File: src/rtl/ysyx_22050612_lsu_pkg.sv
// Shared encodings for the load/store unit: access sizes, error codes, FSM states.
package ysyx_22050612_lsu_pkg;

    localparam logic [1:0] SZ_B = 2'd0;
    localparam logic [1:0] SZ_H = 2'd1;
    localparam logic [1:0] SZ_W = 2'd2;
    localparam logic [1:0] SZ_D = 2'd3;

    localparam logic [1:0] ERR_OK  = 2'd0;
    localparam logic [1:0] ERR_MIS = 2'd1;
    localparam logic [1:0] ERR_TMO = 2'd2;

    typedef enum logic [1:0] {IDLE, MREQ, MWAIT, RESP} state_e;

    // Number of bytes touched by an access of the given size code.
    function automatic logic [3:0] nbytes(input logic [1:0] size);
        return 4'd1 << size;
    endfunction

endpackage

File: src/rtl/ysyx_22050612_lsu_if.sv
// EXU <-> LSU request/response channel and LSU <-> memory bus channel.
interface ysyx_22050612_lsu_if #(
    parameter int XLEN   = 64,
    parameter int ADDR_W = 64
);
    logic              req_valid;
    logic              req_ready;
    logic              req_wen;
    logic [1:0]        req_size;
    logic              req_signed;
    logic [ADDR_W-1:0] req_addr;
    logic [XLEN-1:0]   req_wdata;
    logic              resp_valid;
    logic              resp_ready;
    logic [XLEN-1:0]   resp_rdata;
    logic [1:0]        resp_err;

    // EXU side issues requests and consumes responses.
    modport master (
        output req_valid, req_wen, req_size, req_signed, req_addr, req_wdata, resp_ready,
        input  req_ready, resp_valid, resp_rdata, resp_err
    );
    // LSU side accepts requests and produces responses.
    modport slave (
        input  req_valid, req_wen, req_size, req_signed, req_addr, req_wdata, resp_ready,
        output req_ready, resp_valid, resp_rdata, resp_err
    );
endinterface

interface ysyx_22050612_mem_if #(
    parameter int XLEN   = 64,
    parameter int ADDR_W = 64
);
    logic              mem_valid;
    logic              mem_ready;
    logic              mem_wen;
    logic [ADDR_W-1:0] mem_addr;
    logic [XLEN-1:0]   mem_wdata;
    logic [XLEN/8-1:0] mem_wmask;
    logic              mem_rvalid;
    logic [XLEN-1:0]   mem_rdata;

    // LSU drives bus commands.
    modport master (
        output mem_valid, mem_wen, mem_addr, mem_wdata, mem_wmask,
        input  mem_ready, mem_rvalid, mem_rdata
    );
    // Memory bridge answers them.
    modport slave (
        input  mem_valid, mem_wen, mem_addr, mem_wdata, mem_wmask,
        output mem_ready, mem_rvalid, mem_rdata
    );
endinterface

File: src/rtl/ysyx_22050612_lsu_align.sv
// Byte-lane steering: places store data/mask on the aligned bus word and
// extracts plus sign/zero-extends load data from it.
module ysyx_22050612_lsu_align
    import ysyx_22050612_lsu_pkg::*;
#(
    parameter int XLEN = 64,
    localparam int MW    = XLEN / 8,
    localparam int OFF_W = $clog2(MW)
) (
    input  logic [OFF_W-1:0] off_i,
    input  logic [1:0]       size_i,
    input  logic             sgn_i,
    input  logic [XLEN-1:0]  wdata_i,
    input  logic [XLEN-1:0]  rdata_i,
    output logic [XLEN-1:0]  wdata_o,
    output logic [MW-1:0]    wmask_o,
    output logic [XLEN-1:0]  rdata_o
);
    logic [MW-1:0]   base;
    logic [XLEN-1:0] sh;

    assign wdata_o = wdata_i << {off_i, 3'b000};
    assign wmask_o = base << off_i;
    assign sh      = rdata_i >> {off_i, 3'b000};

    // Lane mask for the access width and extension of the shifted load word.
    always_comb begin
        base    = '1;
        rdata_o = sh;
        case (size_i)
            SZ_B: begin
                base    = MW'(1);
                rdata_o = sgn_i ? XLEN'($signed(sh[7:0])) : XLEN'(sh[7:0]);
            end
            SZ_H: begin
                base    = MW'(3);
                rdata_o = sgn_i ? XLEN'($signed(sh[15:0])) : XLEN'(sh[15:0]);
            end
            SZ_W: begin
                base    = MW'(15);
                rdata_o = sgn_i ? XLEN'($signed(sh[31:0])) : XLEN'(sh[31:0]);
            end
            default: begin
                base    = '1;
                rdata_o = sh;
            end
        endcase
    end
endmodule

File: src/rtl/ysyx_22050612_lsu.sv
// Multi-cycle load/store unit: one outstanding request, aligned lane-masked bus
// access, per-state timeout, registered response held until accepted.
module ysyx_22050612_lsu
    import ysyx_22050612_lsu_pkg::*;
#(
    parameter int XLEN    = 64,
    parameter int ADDR_W  = 64,
    parameter int TMO_CYC = 255
) (
    input  logic                  clk,
    input  logic                  rst,
    ysyx_22050612_lsu_if.slave    exu,
    ysyx_22050612_mem_if.master   mem
);
    localparam int MW    = XLEN / 8;
    localparam int OFF_W = $clog2(MW);
    localparam int CW    = (TMO_CYC > 0) ? $clog2(TMO_CYC + 1) : 1;

    state_e            state_q;
    logic [1:0]        size_q;
    logic              sgn_q, wen_q;
    logic [OFF_W-1:0]  off_q;
    logic [CW-1:0]     cnt_q;
    logic              mem_valid_q, mem_wen_q;
    logic [ADDR_W-1:0] mem_addr_q;
    logic [XLEN-1:0]   mem_wdata_q;
    logic [MW-1:0]     mem_wmask_q;
    logic              resp_valid_q;
    logic [XLEN-1:0]   resp_rdata_q;
    logic [1:0]        resp_err_q;

    logic [3:0]        nb_req;
    logic              mis_d, tmo_hit, in_idle;
    logic [OFF_W-1:0]  off_d;
    logic [1:0]        size_d;
    logic [CW-1:0]     cnt_inc;
    logic [XLEN-1:0]   wdata_sh, rdata_ext;
    logic [MW-1:0]     wmask_sh;

    assign in_idle = (state_q == IDLE);
    assign nb_req  = nbytes(exu.req_size);
    assign mis_d   = ((exu.req_addr[2:0] & 3'(nb_req - 4'd1)) != 3'd0)
                   || (exu.req_size == SZ_D && XLEN == 32);
    // Timeout fires in the TMO_CYC-th cycle of a wait state; completion that cycle wins.
    assign tmo_hit = (TMO_CYC != 0) && (cnt_q == CW'(TMO_CYC - 1));
    assign cnt_inc = (cnt_q == CW'(TMO_CYC)) ? cnt_q : cnt_q + CW'(1);

    // The lane aligner serves the incoming store in IDLE and the held load in MWAIT.
    assign off_d  = in_idle ? exu.req_addr[OFF_W-1:0] : off_q;
    assign size_d = in_idle ? exu.req_size : size_q;

    ysyx_22050612_lsu_align #(.XLEN(XLEN)) u_align (
        .off_i   (off_d),
        .size_i  (size_d),
        .sgn_i   (sgn_q),
        .wdata_i (exu.req_wdata),
        .rdata_i (mem.mem_rdata),
        .wdata_o (wdata_sh),
        .wmask_o (wmask_sh),
        .rdata_o (rdata_ext)
    );

    assign exu.req_ready  = in_idle;
    assign exu.resp_valid = resp_valid_q;
    assign exu.resp_rdata = resp_rdata_q;
    assign exu.resp_err   = resp_err_q;
    assign mem.mem_valid  = mem_valid_q;
    assign mem.mem_wen    = mem_wen_q;
    assign mem.mem_addr   = mem_addr_q;
    assign mem.mem_wdata  = mem_wdata_q;
    assign mem.mem_wmask  = mem_wmask_q;

    // Transaction FSM with registered bus command and response outputs.
    always_ff @(posedge clk or posedge rst) begin
        if (rst) begin
            state_q      <= IDLE;
            size_q       <= '0;
            sgn_q        <= 1'b0;
            wen_q        <= 1'b0;
            off_q        <= '0;
            cnt_q        <= '0;
            mem_valid_q  <= 1'b0;
            mem_wen_q    <= 1'b0;
            mem_addr_q   <= '0;
            mem_wdata_q  <= '0;
            mem_wmask_q  <= '0;
            resp_valid_q <= 1'b0;
            resp_rdata_q <= '0;
            resp_err_q   <= ERR_OK;
        end else begin
            case (state_q)
                IDLE: if (exu.req_valid) begin
                    size_q <= exu.req_size;
                    sgn_q  <= exu.req_signed;
                    wen_q  <= exu.req_wen;
                    off_q  <= exu.req_addr[OFF_W-1:0];
                    cnt_q  <= '0;
                    if (mis_d) begin
                        resp_valid_q <= 1'b1;
                        resp_rdata_q <= '0;
                        resp_err_q   <= ERR_MIS;
                        state_q      <= RESP;
                    end else begin
                        mem_valid_q <= 1'b1;
                        mem_wen_q   <= exu.req_wen;
                        mem_addr_q  <= {exu.req_addr[ADDR_W-1:OFF_W], OFF_W'(0)};
                        mem_wdata_q <= wdata_sh;
                        mem_wmask_q <= exu.req_wen ? wmask_sh : '0;
                        state_q     <= MREQ;
                    end
                end
                MREQ: begin
                    if (mem.mem_ready) begin
                        mem_valid_q <= 1'b0;
                        cnt_q       <= '0;
                        if (wen_q) begin
                            resp_valid_q <= 1'b1;
                            resp_rdata_q <= '0;
                            resp_err_q   <= ERR_OK;
                            state_q      <= RESP;
                        end else begin
                            state_q <= MWAIT;
                        end
                    end else if (tmo_hit) begin
                        mem_valid_q  <= 1'b0;
                        resp_valid_q <= 1'b1;
                        resp_rdata_q <= '0;
                        resp_err_q   <= ERR_TMO;
                        state_q      <= RESP;
                    end else begin
                        cnt_q <= cnt_inc;
                    end
                end
                MWAIT: begin
                    if (mem.mem_rvalid) begin
                        resp_valid_q <= 1'b1;
                        resp_rdata_q <= rdata_ext;
                        resp_err_q   <= ERR_OK;
                        state_q      <= RESP;
                    end else if (tmo_hit) begin
                        resp_valid_q <= 1'b1;
                        resp_rdata_q <= '0;
                        resp_err_q   <= ERR_TMO;
                        state_q      <= RESP;
                    end else begin
                        cnt_q <= cnt_inc;
                    end
                end
                RESP: if (exu.resp_ready) begin
                    resp_valid_q <= 1'b0;
                    state_q      <= IDLE;
                end
                default: state_q <= IDLE;
            endcase
        end
    end
endmodule
File: src/flat_wrapper.sv
// flat-port wrapper written by rule: the top's interface ports become plain ports
module ysyx_22050612_lsu_flat import ysyx_22050612_lsu_pkg::*;
#(
    parameter int XLEN    = 64,
    parameter int ADDR_W  = 64,
    parameter int TMO_CYC = 255
)
  (clk, rst, exu_req_valid, exu_req_wen, exu_req_size, exu_req_signed, exu_req_addr, exu_req_wdata, exu_resp_ready, exu_req_ready, exu_resp_valid, exu_resp_rdata, exu_resp_err, mem_mem_valid, mem_mem_wen, mem_mem_addr, mem_mem_wdata, mem_mem_wmask, mem_mem_ready, mem_mem_rvalid, mem_mem_rdata);
  ysyx_22050612_lsu_if #(.XLEN(XLEN), .ADDR_W(ADDR_W)) exu_i ();
  ysyx_22050612_mem_if #(.XLEN(XLEN), .ADDR_W(ADDR_W)) mem_i ();
  input  logic clk;
  input  logic rst;
  input wire logic [$bits(exu_i.req_valid)-1:0] exu_req_valid;
  input wire logic [$bits(exu_i.req_wen)-1:0] exu_req_wen;
  input wire logic [$bits(exu_i.req_size)-1:0] exu_req_size;
  input wire logic [$bits(exu_i.req_signed)-1:0] exu_req_signed;
  input wire logic [$bits(exu_i.req_addr)-1:0] exu_req_addr;
  input wire logic [$bits(exu_i.req_wdata)-1:0] exu_req_wdata;
  input wire logic [$bits(exu_i.resp_ready)-1:0] exu_resp_ready;
  output wire logic [$bits(exu_i.req_ready)-1:0] exu_req_ready;
  output wire logic [$bits(exu_i.resp_valid)-1:0] exu_resp_valid;
  output wire logic [$bits(exu_i.resp_rdata)-1:0] exu_resp_rdata;
  output wire logic [$bits(exu_i.resp_err)-1:0] exu_resp_err;
  output wire logic [$bits(mem_i.mem_valid)-1:0] mem_mem_valid;
  output wire logic [$bits(mem_i.mem_wen)-1:0] mem_mem_wen;
  output wire logic [$bits(mem_i.mem_addr)-1:0] mem_mem_addr;
  output wire logic [$bits(mem_i.mem_wdata)-1:0] mem_mem_wdata;
  output wire logic [$bits(mem_i.mem_wmask)-1:0] mem_mem_wmask;
  input wire logic [$bits(mem_i.mem_ready)-1:0] mem_mem_ready;
  input wire logic [$bits(mem_i.mem_rvalid)-1:0] mem_mem_rvalid;
  input wire logic [$bits(mem_i.mem_rdata)-1:0] mem_mem_rdata;
  assign exu_i.req_valid = exu_req_valid;
  assign exu_i.req_wen = exu_req_wen;
  assign exu_i.req_size = exu_req_size;
  assign exu_i.req_signed = exu_req_signed;
  assign exu_i.req_addr = exu_req_addr;
  assign exu_i.req_wdata = exu_req_wdata;
  assign exu_i.resp_ready = exu_resp_ready;
  assign exu_req_ready = exu_i.req_ready;
  assign exu_resp_valid = exu_i.resp_valid;
  assign exu_resp_rdata = exu_i.resp_rdata;
  assign exu_resp_err = exu_i.resp_err;
  assign mem_mem_valid = mem_i.mem_valid;
  assign mem_mem_wen = mem_i.mem_wen;
  assign mem_mem_addr = mem_i.mem_addr;
  assign mem_mem_wdata = mem_i.mem_wdata;
  assign mem_mem_wmask = mem_i.mem_wmask;
  assign mem_i.mem_ready = mem_mem_ready;
  assign mem_i.mem_rvalid = mem_mem_rvalid;
  assign mem_i.mem_rdata = mem_mem_rdata;
  ysyx_22050612_lsu #(.XLEN(XLEN), .ADDR_W(ADDR_W), .TMO_CYC(TMO_CYC)) u_core (.clk(clk), .rst(rst), .exu(exu_i), .mem(mem_i));
endmodule
File: config.mk
export PLATFORM = sky130hd
export DESIGN_NAME = ysyx_22050612_lsu_flat
export DESIGN_NICKNAME = d
export VERILOG_FILES = /design/src/rtl/ysyx_22050612_lsu_pkg.sv /design/src/rtl/ysyx_22050612_lsu_if.sv /design/src/rtl/ysyx_22050612_lsu_align.sv /design/src/rtl/ysyx_22050612_lsu.sv /design/src/flat_wrapper.sv
export SDC_FILE = /design/constraint.sdc
export NUM_CORES = 1
export LEC_CHECK = 0
export ABC_AREA = 1
export CAP_MARGIN = 20
export CORE_AREA = 2 2 239 241
export DETAILED_ROUTE_END_ITERATION = 10
export DIE_AREA = 0 0 241 243
export MAX_ROUTING_LAYER = met4
export SLEW_MARGIN = 20
export SYNTH_ARGS = -nofsm -noshare
export SYNTH_HDL_FRONTEND = slang
export SYNTH_HIERARCHICAL = 1
export SYNTH_SLANG_ARGS = --single-unit
export TNS_END_PERCENT = 50
File: constraint.sdc
create_clock -name clk -period 7.7 [get_ports clk]
set_input_delay 1.54 -clock clk [delete_from_list [all_inputs] [get_ports clk]]
set_output_delay 1.54 -clock clk [all_outputs]
set_load 0.005 [all_outputs]
==> results_tabular.tex, run 1 <==
\begin{tabular}{lr}
\hline
Metric & Value \\
\hline
\multicolumn{2}{l}{\textbf{Global routing}} \\
Global-route congestion overflow total & 0 \\
Via count of the first global-routing pass & 14500 \\
Maximum number of pins on one net before global-route repair & between 100 and 150 \\
Global Route Usage Sum & 20.0\% \\
Initial antenna violation count & 16 \\
Wire length of the first global-routing pass & a little under 90000 um \\
\multicolumn{2}{l}{\textbf{Logic synthesis}} \\
Async set-or-reset flop fraction in the synthesized netlist & between 90\% and 100\% \\
Main area contributors after synthesis & sky130\_fd\_sc\_hd\_\_dfrtp\_1, sky130\_fd\_sc\_hd\_\_nand2\_1, sky130\_fd\_sc\_hd\_\_nand3\_1 \\
Count of cell types in the netlist & 34 \\
Most area-hungry cell type in the Yosys netlist & sky130\_fd\_sc\_hd\_\_dfrtp\_1 \\
Sequential area share after synthesis & between 30\% and 40\% \\
Most numerous cell types in the synthesized netlist & sky130\_fd\_sc\_hd\_\_nand2\_1, sky130\_fd\_sc\_hd\_\_dfrtp\_1, sky130\_fd\_sc\_hd\_\_nand3\_1 \\
Warning count from the yosys run & 6 \\
Synthesized area divided by synthesized cell count & between 6 and 7 um2 \\
Cells after Synth & 2106 \\
Most instantiated flip-flop cell in the synthesis netlist & sky130\_fd\_sc\_hd\_\_dfrtp\_1 \\
Register bit total from synthesis & 219 \\
Post-synthesis instance area & $\sim$14000 um2 \\
Post-synth EDFFs & 0 \\
Share of the synthesized area in the top cell type & 39.5\% \\
Dominant cell by count in the synthesized netlist & sky130\_fd\_sc\_hd\_\_nand2\_1 \\
\multicolumn{2}{l}{\textbf{Floorplan}} \\
Floorplan die height & 243 um \\
Die outline width & 241 um \\
Boundary Pins & 408 \\
CORE AREA & 56000 um2 \\
Effective utilization at floorplan & between 20\% and 30\% \\
Standard-cell rows & 87 \\
Die footprint & between 50000 and 60000 um2 \\
\multicolumn{2}{l}{\textbf{Place}} \\
Half-perimeter wire length of the detailed placement result & 42900 um \\
Placer congestion estimate & between 0.9 and 1 \\
Quantity of I/O buffers inserted on ports & around 400 \\
\multicolumn{2}{l}{\textbf{Critical path}} \\
Sort of element at the start of the critical path & input port \\
Required time worst endpoint & between 8 and 9 ns \\
Critical Path Sink Type & register \\
Critical Path Source & exu\_req\_addr[0] \\
Slack of the worst reg-to-reg path & $\sim$2.3 ns \\
Library cell contributing the largest single delay on the critical path & sky130\_fd\_sc\_hd\_\_clkinv\_2 \\
Maximum fanout along the worst path & 67 \\
Arrival time worst endpoint & 5.93 ns \\
CP dominant cell by count & sky130\_fd\_sc\_hd\_\_nand2\_1 \\
Kind of cell with the highest combined delay on the critical path & buffers and inverters \\
Critical path depth in cells & 16 \\
Crit Path Category & input port to register \\
Startpoint of the worst-slack reg-to-reg timing path & u\_core/state\_q[0] \\
Number of cells on the worst reg-to-reg path & 17 \\
Series of cell instances along the critical path & clkdlybuf4s50\_1, inv\_1, o21ai\_4, buf\_4, clkinv\_2, nand2\_1, nand3\_1, nand3\_1, nand3\_2, nand2\_1, inv\_2, nand2\_1, nand2\_1, nand2\_1, inv\_1, o21ai\_0 \\
Crit path buf inv count & 6 \\
Reg2Reg Capture Point & u\_core/exu.resp\_rdata[24] \\
Largest stage delay on the critical path & 0.93 ns \\
\multicolumn{2}{l}{\textbf{Timing}} \\
Number of failing setup endpoints in the final timing report & 0 \\
Crit path time final & 5.48 ns \\
Max Clock Skew & around 0.018 ns \\
Share of the clock period used by the worst path after layout & 71.2\% \\
Highest clock rate & 0.182 GHz \\
Worst slew slack as a fraction of its limit & 31.8\% \\
Final Slew Violations & 0 \\
Setup TNS & 0 ns \\
RSZ-0062 raised after global routing & no \\
Worst slack on hold paths & 0.468 ns \\
Worst Max-Slew Pin Slew & between 1 and 1.5 ns \\
Final hold vios & 0 \\
\multicolumn{2}{l}{\textbf{Clock tree}} \\
Number of buffers inserted during clock tree synthesis & 28 \\
Post-CTS setup repair buffer count & 0 \\
H-Tree Depth & 1 \\
Number of buffers added to fix hold violations after cts & 0 \\
Clock Root Buffer & sky130\_fd\_sc\_hd\_\_clkbuf\_16 \\
Total of cells resized after clock tree synthesis & 0 \\
TritonCTS clock tree & yes \\
Clock slew seen by the registers of the worst setup and hold paths & 0.06 ns \\
Clock Latency Late Sink & about 0.57 ns \\
Clock buffer depth & 3 \\
Number of clock sinks seen by CTS & between 200 and 250 \\
\multicolumn{2}{l}{\textbf{Pwr}} \\
Flop pwr share & 23.4\% \\
Clock Power Share & $\sim$17\% \\
Net switching power of the design & 0.00375 W \\
Peak supply drop & 0.265 mV \\
Cell Int Power & 0.00403 W \\
Share of total power in combinational logic & 59.6\% \\
Power Density & about 400 nW/um2 \\
Switching part of the total power & approximately 48\% \\
LEAKAGE & 9.14 nW \\
Design Power & between 0.007 and 0.008 W \\
\multicolumn{2}{l}{\textbf{Hold path}} \\
Class of the tightest hold or removal check & register to register \\
Worst Hold End & u\_core/mem.mem\_addr[35] \\
Beginning of the worst hold path & u\_core/mem.mem\_addr[35] \\
Worst hold path stage count & 2 \\
\multicolumn{2}{l}{\textbf{Detailed routing}} \\
Iter 0 DRT Violations & 1160 \\
Total length of routed wires & 58500 um \\
Vias after detailed routing & 15100 \\
Routed len/inst & about 18 um \\
Post-route DRC & 0 \\
Avg Vias per Cell & 4.71 \\
Final antenna-violating net count & 0 \\
First-pass iteration count of the detailed router & 7 \\
\multicolumn{2}{l}{\textbf{Cells and area}} \\
Fraction of layout instances using a drive strength above 1 & 3.50\% \\
Core utilization of the finished layout & 34.4\% \\
Area added between synthesis and finish & 38.6\% \\
Net count reported at finish & 2621 \\
\multicolumn{2}{l}{\textbf{Flow run}} \\
Max-capacitance violation count & 0 \\
\multicolumn{2}{l}{\textbf{Outcome}} \\
Result of the run & completed \\
\hline
\end{tabular}
[cells in the final DEF, fill, tap and decap left out, types with 3 or more instances in the layout]
master	netlist	layout
sky130_fd_sc_hd__nor2_4	3	3
sky130_fd_sc_hd__clkdlybuf4s50_1	0	404
sky130_fd_sc_hd__nor2_1	65	64
sky130_fd_sc_hd__inv_1	159	156
sky130_fd_sc_hd__o21ai_1	68	69
sky130_fd_sc_hd__dfrtp_1	219	219
sky130_fd_sc_hd__o22ai_1	9	9
sky130_fd_sc_hd__clkbuf_16	0	29
sky130_fd_sc_hd__nor3_1	3	3
sky130_fd_sc_hd__a21oi_1	21	21
sky130_fd_sc_hd__inv_2	6	4
sky130_fd_sc_hd__clkbuf_1	47	8
sky130_fd_sc_hd__nand3_2	2	3
sky130_fd_sc_hd__nand2_2	1	3
sky130_fd_sc_hd__mux2i_1	22	22
sky130_fd_sc_hd__o211ai_1	28	28
sky130_fd_sc_hd__nand3_1	175	174
sky130_fd_sc_hd__clkinvlp_4	0	3
sky130_fd_sc_hd__ha_1	7	7
sky130_fd_sc_hd__conb_1	1	3
sky130_fd_sc_hd__o21ai_0	165	161
sky130_fd_sc_hd__diode_2	0	16
sky130_fd_sc_hd__and2_1	5	5
sky130_fd_sc_hd__clkinv_2	0	5
sky130_fd_sc_hd__clkbuf_8	0	3
sky130_fd_sc_hd__o21ai_4	0	3
sky130_fd_sc_hd__nand4_1	35	35
sky130_fd_sc_hd__buf_4	16	15
sky130_fd_sc_hd__or2_1	3	3
sky130_fd_sc_hd__nand2_1	953	951
[worst max path at each step]
stage                           endpoint  slack [ns]
3_5_place_dp   u_core/exu.resp_rdata[27]        2.11
2_1_floorplan            u_core/cnt_q[0]        0.17
3_3_place_gp   u_core/exu.resp_rdata[18]        2.31
6_report       u_core/exu.resp_rdata[24]        2.22
5_1_grt        u_core/exu.resp_rdata[18]        1.67
4_1_cts        u_core/exu.resp_rdata[18]        2.71
[flip-flops by register name, summed over array words and instances, names as in the netlist]
name and cells:
u_core/exu.resp_err 2, u_core/cnt_q 8, u_core/wen_q 1, u_core/mem.mem_wmask 8, u_core/mem.mem_addr 61, u_core/mem.mem_valid 1, u_core/state_q 2, u_core/size_q 2
u_core/exu.resp_valid 1, u_core/exu.resp_rdata 64, u_core/mem.mem_wen 1, u_core/mem.mem_wdata 64, u_core/sgn_q 1, u_core/off_q 3
[power groups by stage]
stage,registers [W],clock network [W],logic [W]
finish,0.00182,0.00133,0.00464
global route,0.00187,0.00142,0.00514
CTS,0.00182,0.00137,0.00462
detailed placement,0.00184,0,0.00460
global placement,0.00182,0,0.00457
floorplan,0.00182,0,0.00275
[cell type report]
class	instances	area, um2
antenna	16	40.0
clock buffer	40	797
clock inverter	10	111
fill	6090	36700
inverter	165	633
multi-input combinational	1577	7020
sequential	219	5480
tap	756	946
timing repair buffer	421	4200
[kinds of logic after synthesis]
| kind of cell | share of synthesized area, % |
|---|---|
| DFF | 39.5 |
| xor gates and xnor gates | 0.0631 |
| and+or+nand+nor | 36.6 |
| muxes | 1.59 |
| buffers and inverters | 10.3 |
| adders and majority gates | 0.631 |
| other | 0.0270 |
| AOI/OAI and AO/OA | 11.3 |
[per-stage QoR]
| stage | area [um2] | setup WS, ns | instances |
|---|---|---|---|
| final | 19200 | 2.22 | 3204 |
| after global routing | 19200 | 1.67 | 3204 |
| after CTS | 19200 | 2.71 | 3188 |
| after detailed placement | 18300 | 2.11 | 3138 |
| after global placement | 18300 | 2.31 | 3137 |
| after floorplan | 13900 | 0.167 | 2108 |
[worst min-delay path, delay by kind of cell (launching register included)]
family,cells,cell delay [ns]
simple gates,2,0.10
flops,1,0.34
[per-layer routing]
layer	wire length [um]	track usage, %	up-vias
li1	-	-	7315
met1	26200	26.6	7121
met2	25900	29.8	560
met3	4540	4.21	99
met4	1790	7.28	0
met5	0	-	-
No activity file was read; power rests on OpenSTA's default activity.
==> inputs of run 2 (changes only) <==
- clock period: 7.7 -> 5.2 ns (I/O delays scaled with it)
==> run 2 against run 1 <==
Against the previous run: power increased by 48%; non-clock buffer count increased by 10; clock skew decreased by 0.0072 ns; critical path type is now register to register; critical endpoint is now u_core/exu.resp_rdata[17]; largest power group unchanged.
==> results_tabular.tex, run 2 (same netlist as run 1, synthesis figures left out) <==
\begin{tabular}{lr}
\hline
Metric & Value \\
\hline
\multicolumn{2}{l}{\textbf{Outcome}} \\
Result of the run & completed \\
\multicolumn{2}{l}{\textbf{Global routing}} \\
Global-route congestion overflow total & 0 \\
Via count of the first global-routing pass & 14500 \\
Wire length of the first global-routing pass & 88300 um \\
Global Route Usage Sum & between 10\% and 20\% \\
Maximum number of pins on one net before global-route repair & 135 \\
Initial antenna violation count & 10 \\
\multicolumn{2}{l}{\textbf{Timing}} \\
Worst slew slack as a fraction of its limit & 34.2\% \\
Share of the clock period used by the worst path after layout & 78.8\% \\
Crit path time final & 4.10 ns \\
Max Clock Skew & 0.0111 ns \\
Setup TNS & 0 ns \\
RSZ-0062 raised after global routing & no \\
Number of failing setup endpoints in the final timing report & 0 \\
Worst Max-Slew Pin Slew & 0.983 ns \\
Highest clock rate & 0.244 GHz \\
Final Slew Violations & 0 \\
Worst path setup slack after routing & 1.10 ns \\
Final hold vios & 0 \\
\multicolumn{2}{l}{\textbf{Pwr}} \\
Peak supply drop & $\sim$0.34 mV \\
Power Density & 598 nW/um2 \\
LEAKAGE & 9.20 nW \\
\multicolumn{2}{l}{\textbf{Floorplan}} \\
Standard-cell rows & 87 \\
CORE AREA & 56000 um2 \\
Floorplan die height & 243 um \\
Effective utilization at floorplan & 24.8\% \\
Die footprint & 58600 um2 \\
Die outline width & 241 um \\
Boundary Pins & roughly 400 \\
\multicolumn{2}{l}{\textbf{Detailed routing}} \\
Routed len/inst & between 15 and 20 um \\
First-pass iteration count of the detailed router & 5 \\
Vias after detailed routing & roughly 15000 \\
Final antenna-violating net count & 0 \\
Avg Vias per Cell & 4.73 \\
Iter 0 DRT Violations & 1203 \\
Post-route DRC & 0 \\
Total length of routed wires & 58500 um \\
\multicolumn{2}{l}{\textbf{Cells and area}} \\
Count of placed standard cells in the final layout, fillers left out & 3207 \\
Most common library cell in the layout ignoring fill and taps & sky130\_fd\_sc\_hd\_\_nand2\_1 \\
Commonest cells after routing, fill and taps aside & sky130\_fd\_sc\_hd\_\_nand2\_1, sky130\_fd\_sc\_hd\_\_clkdlybuf4s50\_1, sky130\_fd\_sc\_hd\_\_dfrtp\_1, sky130\_fd\_sc\_hd\_\_nand3\_1, sky130\_fd\_sc\_hd\_\_o21ai\_0 \\
Area added between synthesis and finish & 39.1\% \\
Net count reported at finish & between 2000 and 3000 \\
Core utilization of the finished layout & 34.5\% \\
Fraction of layout instances using a drive strength above 1 & between 4 and 5\% \\
\multicolumn{2}{l}{\textbf{Clock tree}} \\
Clock buffer depth & 3 \\
Number of buffers added to fix hold violations after cts & 0 \\
Number of clock sinks seen by CTS & 219 \\
Clock slew seen by the registers of the worst setup and hold paths & 0.06 ns \\
TritonCTS clock tree & yes \\
Post-CTS setup repair buffer count & 0 \\
Clock Latency Late Sink & 0.57 ns \\
Total of cells resized after clock tree synthesis & 0 \\
Number of buffers inserted during clock tree synthesis & 28 \\
Clock Root Buffer & sky130\_fd\_sc\_hd\_\_clkbuf\_16 \\
H-Tree Depth & 1 \\
\multicolumn{2}{l}{\textbf{Flow run}} \\
Max-capacitance violation count & 0 \\
\multicolumn{2}{l}{\textbf{Hold path}} \\
Class of the tightest hold or removal check & register to register \\
\multicolumn{2}{l}{\textbf{Critical path}} \\
Arrival time worst endpoint & 4.52 ns \\
Maximum fanout along the worst path & 40 \\
Critical Path Sink Type & register \\
Sort of element at the start of the critical path & register \\
Crit Path Category & register to register \\
Required time worst endpoint & 5.62 ns \\
\multicolumn{2}{l}{\textbf{Place}} \\
Quantity of I/O buffers inserted on ports & 404 \\
Half-perimeter wire length of the detailed placement result & 43200 um \\
Placer congestion estimate & around 0.91 \\
Placed insts & 3148 \\
Worst setup timing slack at the placement stage & roughly 1.1 ns \\
\hline
\end{tabular}
==> run 2: layout make-up <==
cell class,count,area [um2]
Multi-Input combinational cell,1577,7010
Timing Repair Buffer,431,4280
Fill cell,6009,36700
Clock inverter,14,149
Clock buffer,35,767
Sequential cell,219,5480
Inverter,165,628
Tap cell,756,946
Antenna cell,10,25.0
==> run 2: worst paths after layout <==
kind	from	endpoint	slack [ns]	cells past startpoint
setup / recovery	u_core/state_q[0]	u_core/exu.resp_rdata[17]	1.10	19
hold / removal	u_core/mem.mem_addr[55]	u_core/mem.mem_addr[55]	0.47	2
setup reg to reg	u_core/state_q[0]	u_core/exu.resp_rdata[17]	1.10	19
hold reg to reg	u_core/mem.mem_addr[55]	u_core/mem.mem_addr[55]	0.47	2
max in group asynchronous	rst	u_core/mem.mem_wdata[36]	3.38	3
min in group asynchronous	rst	u_core/state_q[0]	0.82	2
==> run 2: where the power goes <==
group          switching [W]  total (W)  internal (W)
sequential          0.000369    0.00267       0.00230
combinational        0.00439    0.00692       0.00254
clock               0.000804    0.00195       0.00114
total                0.00556     0.0115       0.00598
==> run 2: layer usage <==
layer / vias up / part of all wire (%) / global-route usage [%]
li1: 7325 / - / -
met1: 7190 / 46 / 27.1
met2: 559 / 45 / 30.1
met3: 87 / 6.6 / 3.28
met4: 0 / 2.6 / 6.12
met5: - / 0 / -
==> run 2: per-stage QoR <==
stage / cell area (um2) / hold slack (ns) / power (W)
floorplan: 13900 / 0.449 / 0.00677
global placement: 18400 / 0.452 / 0.00952
detailed placement: 18400 / 0.457 / 0.00957
CTS: 19300 / 0.472 / 0.0116
global route: 19300 / 0.487 / 0.0125
finish: 19300 / 0.469 / 0.0115
==> run 2: worst max-delay path, stage by stage, from the launching register on <==
cell	delay [ns]
sky130_fd_sc_hd__dfrtp_1	0.43
sky130_fd_sc_hd__inv_1	0.17
sky130_fd_sc_hd__ha_1	0.53
sky130_fd_sc_hd__inv_1	0.32
sky130_fd_sc_hd__nand2_1	0.18
sky130_fd_sc_hd__o21ai_4	0.13
sky130_fd_sc_hd__inv_2	0.14
sky130_fd_sc_hd__buf_4	0.39
sky130_fd_sc_hd__nand2_1	0.14
sky130_fd_sc_hd__nand3_1	0.12
sky130_fd_sc_hd__nand3_1	0.11
sky130_fd_sc_hd__nand3_2	0.11
sky130_fd_sc_hd__buf_4	0.32
sky130_fd_sc_hd__nand2_1	0.19
sky130_fd_sc_hd__inv_2	0.26
sky130_fd_sc_hd__nand2_1	0.09
sky130_fd_sc_hd__nand2_1	0.08
sky130_fd_sc_hd__nand2_1	0.06
sky130_fd_sc_hd__inv_1	0.05
sky130_fd_sc_hd__o21ai_0	0.09
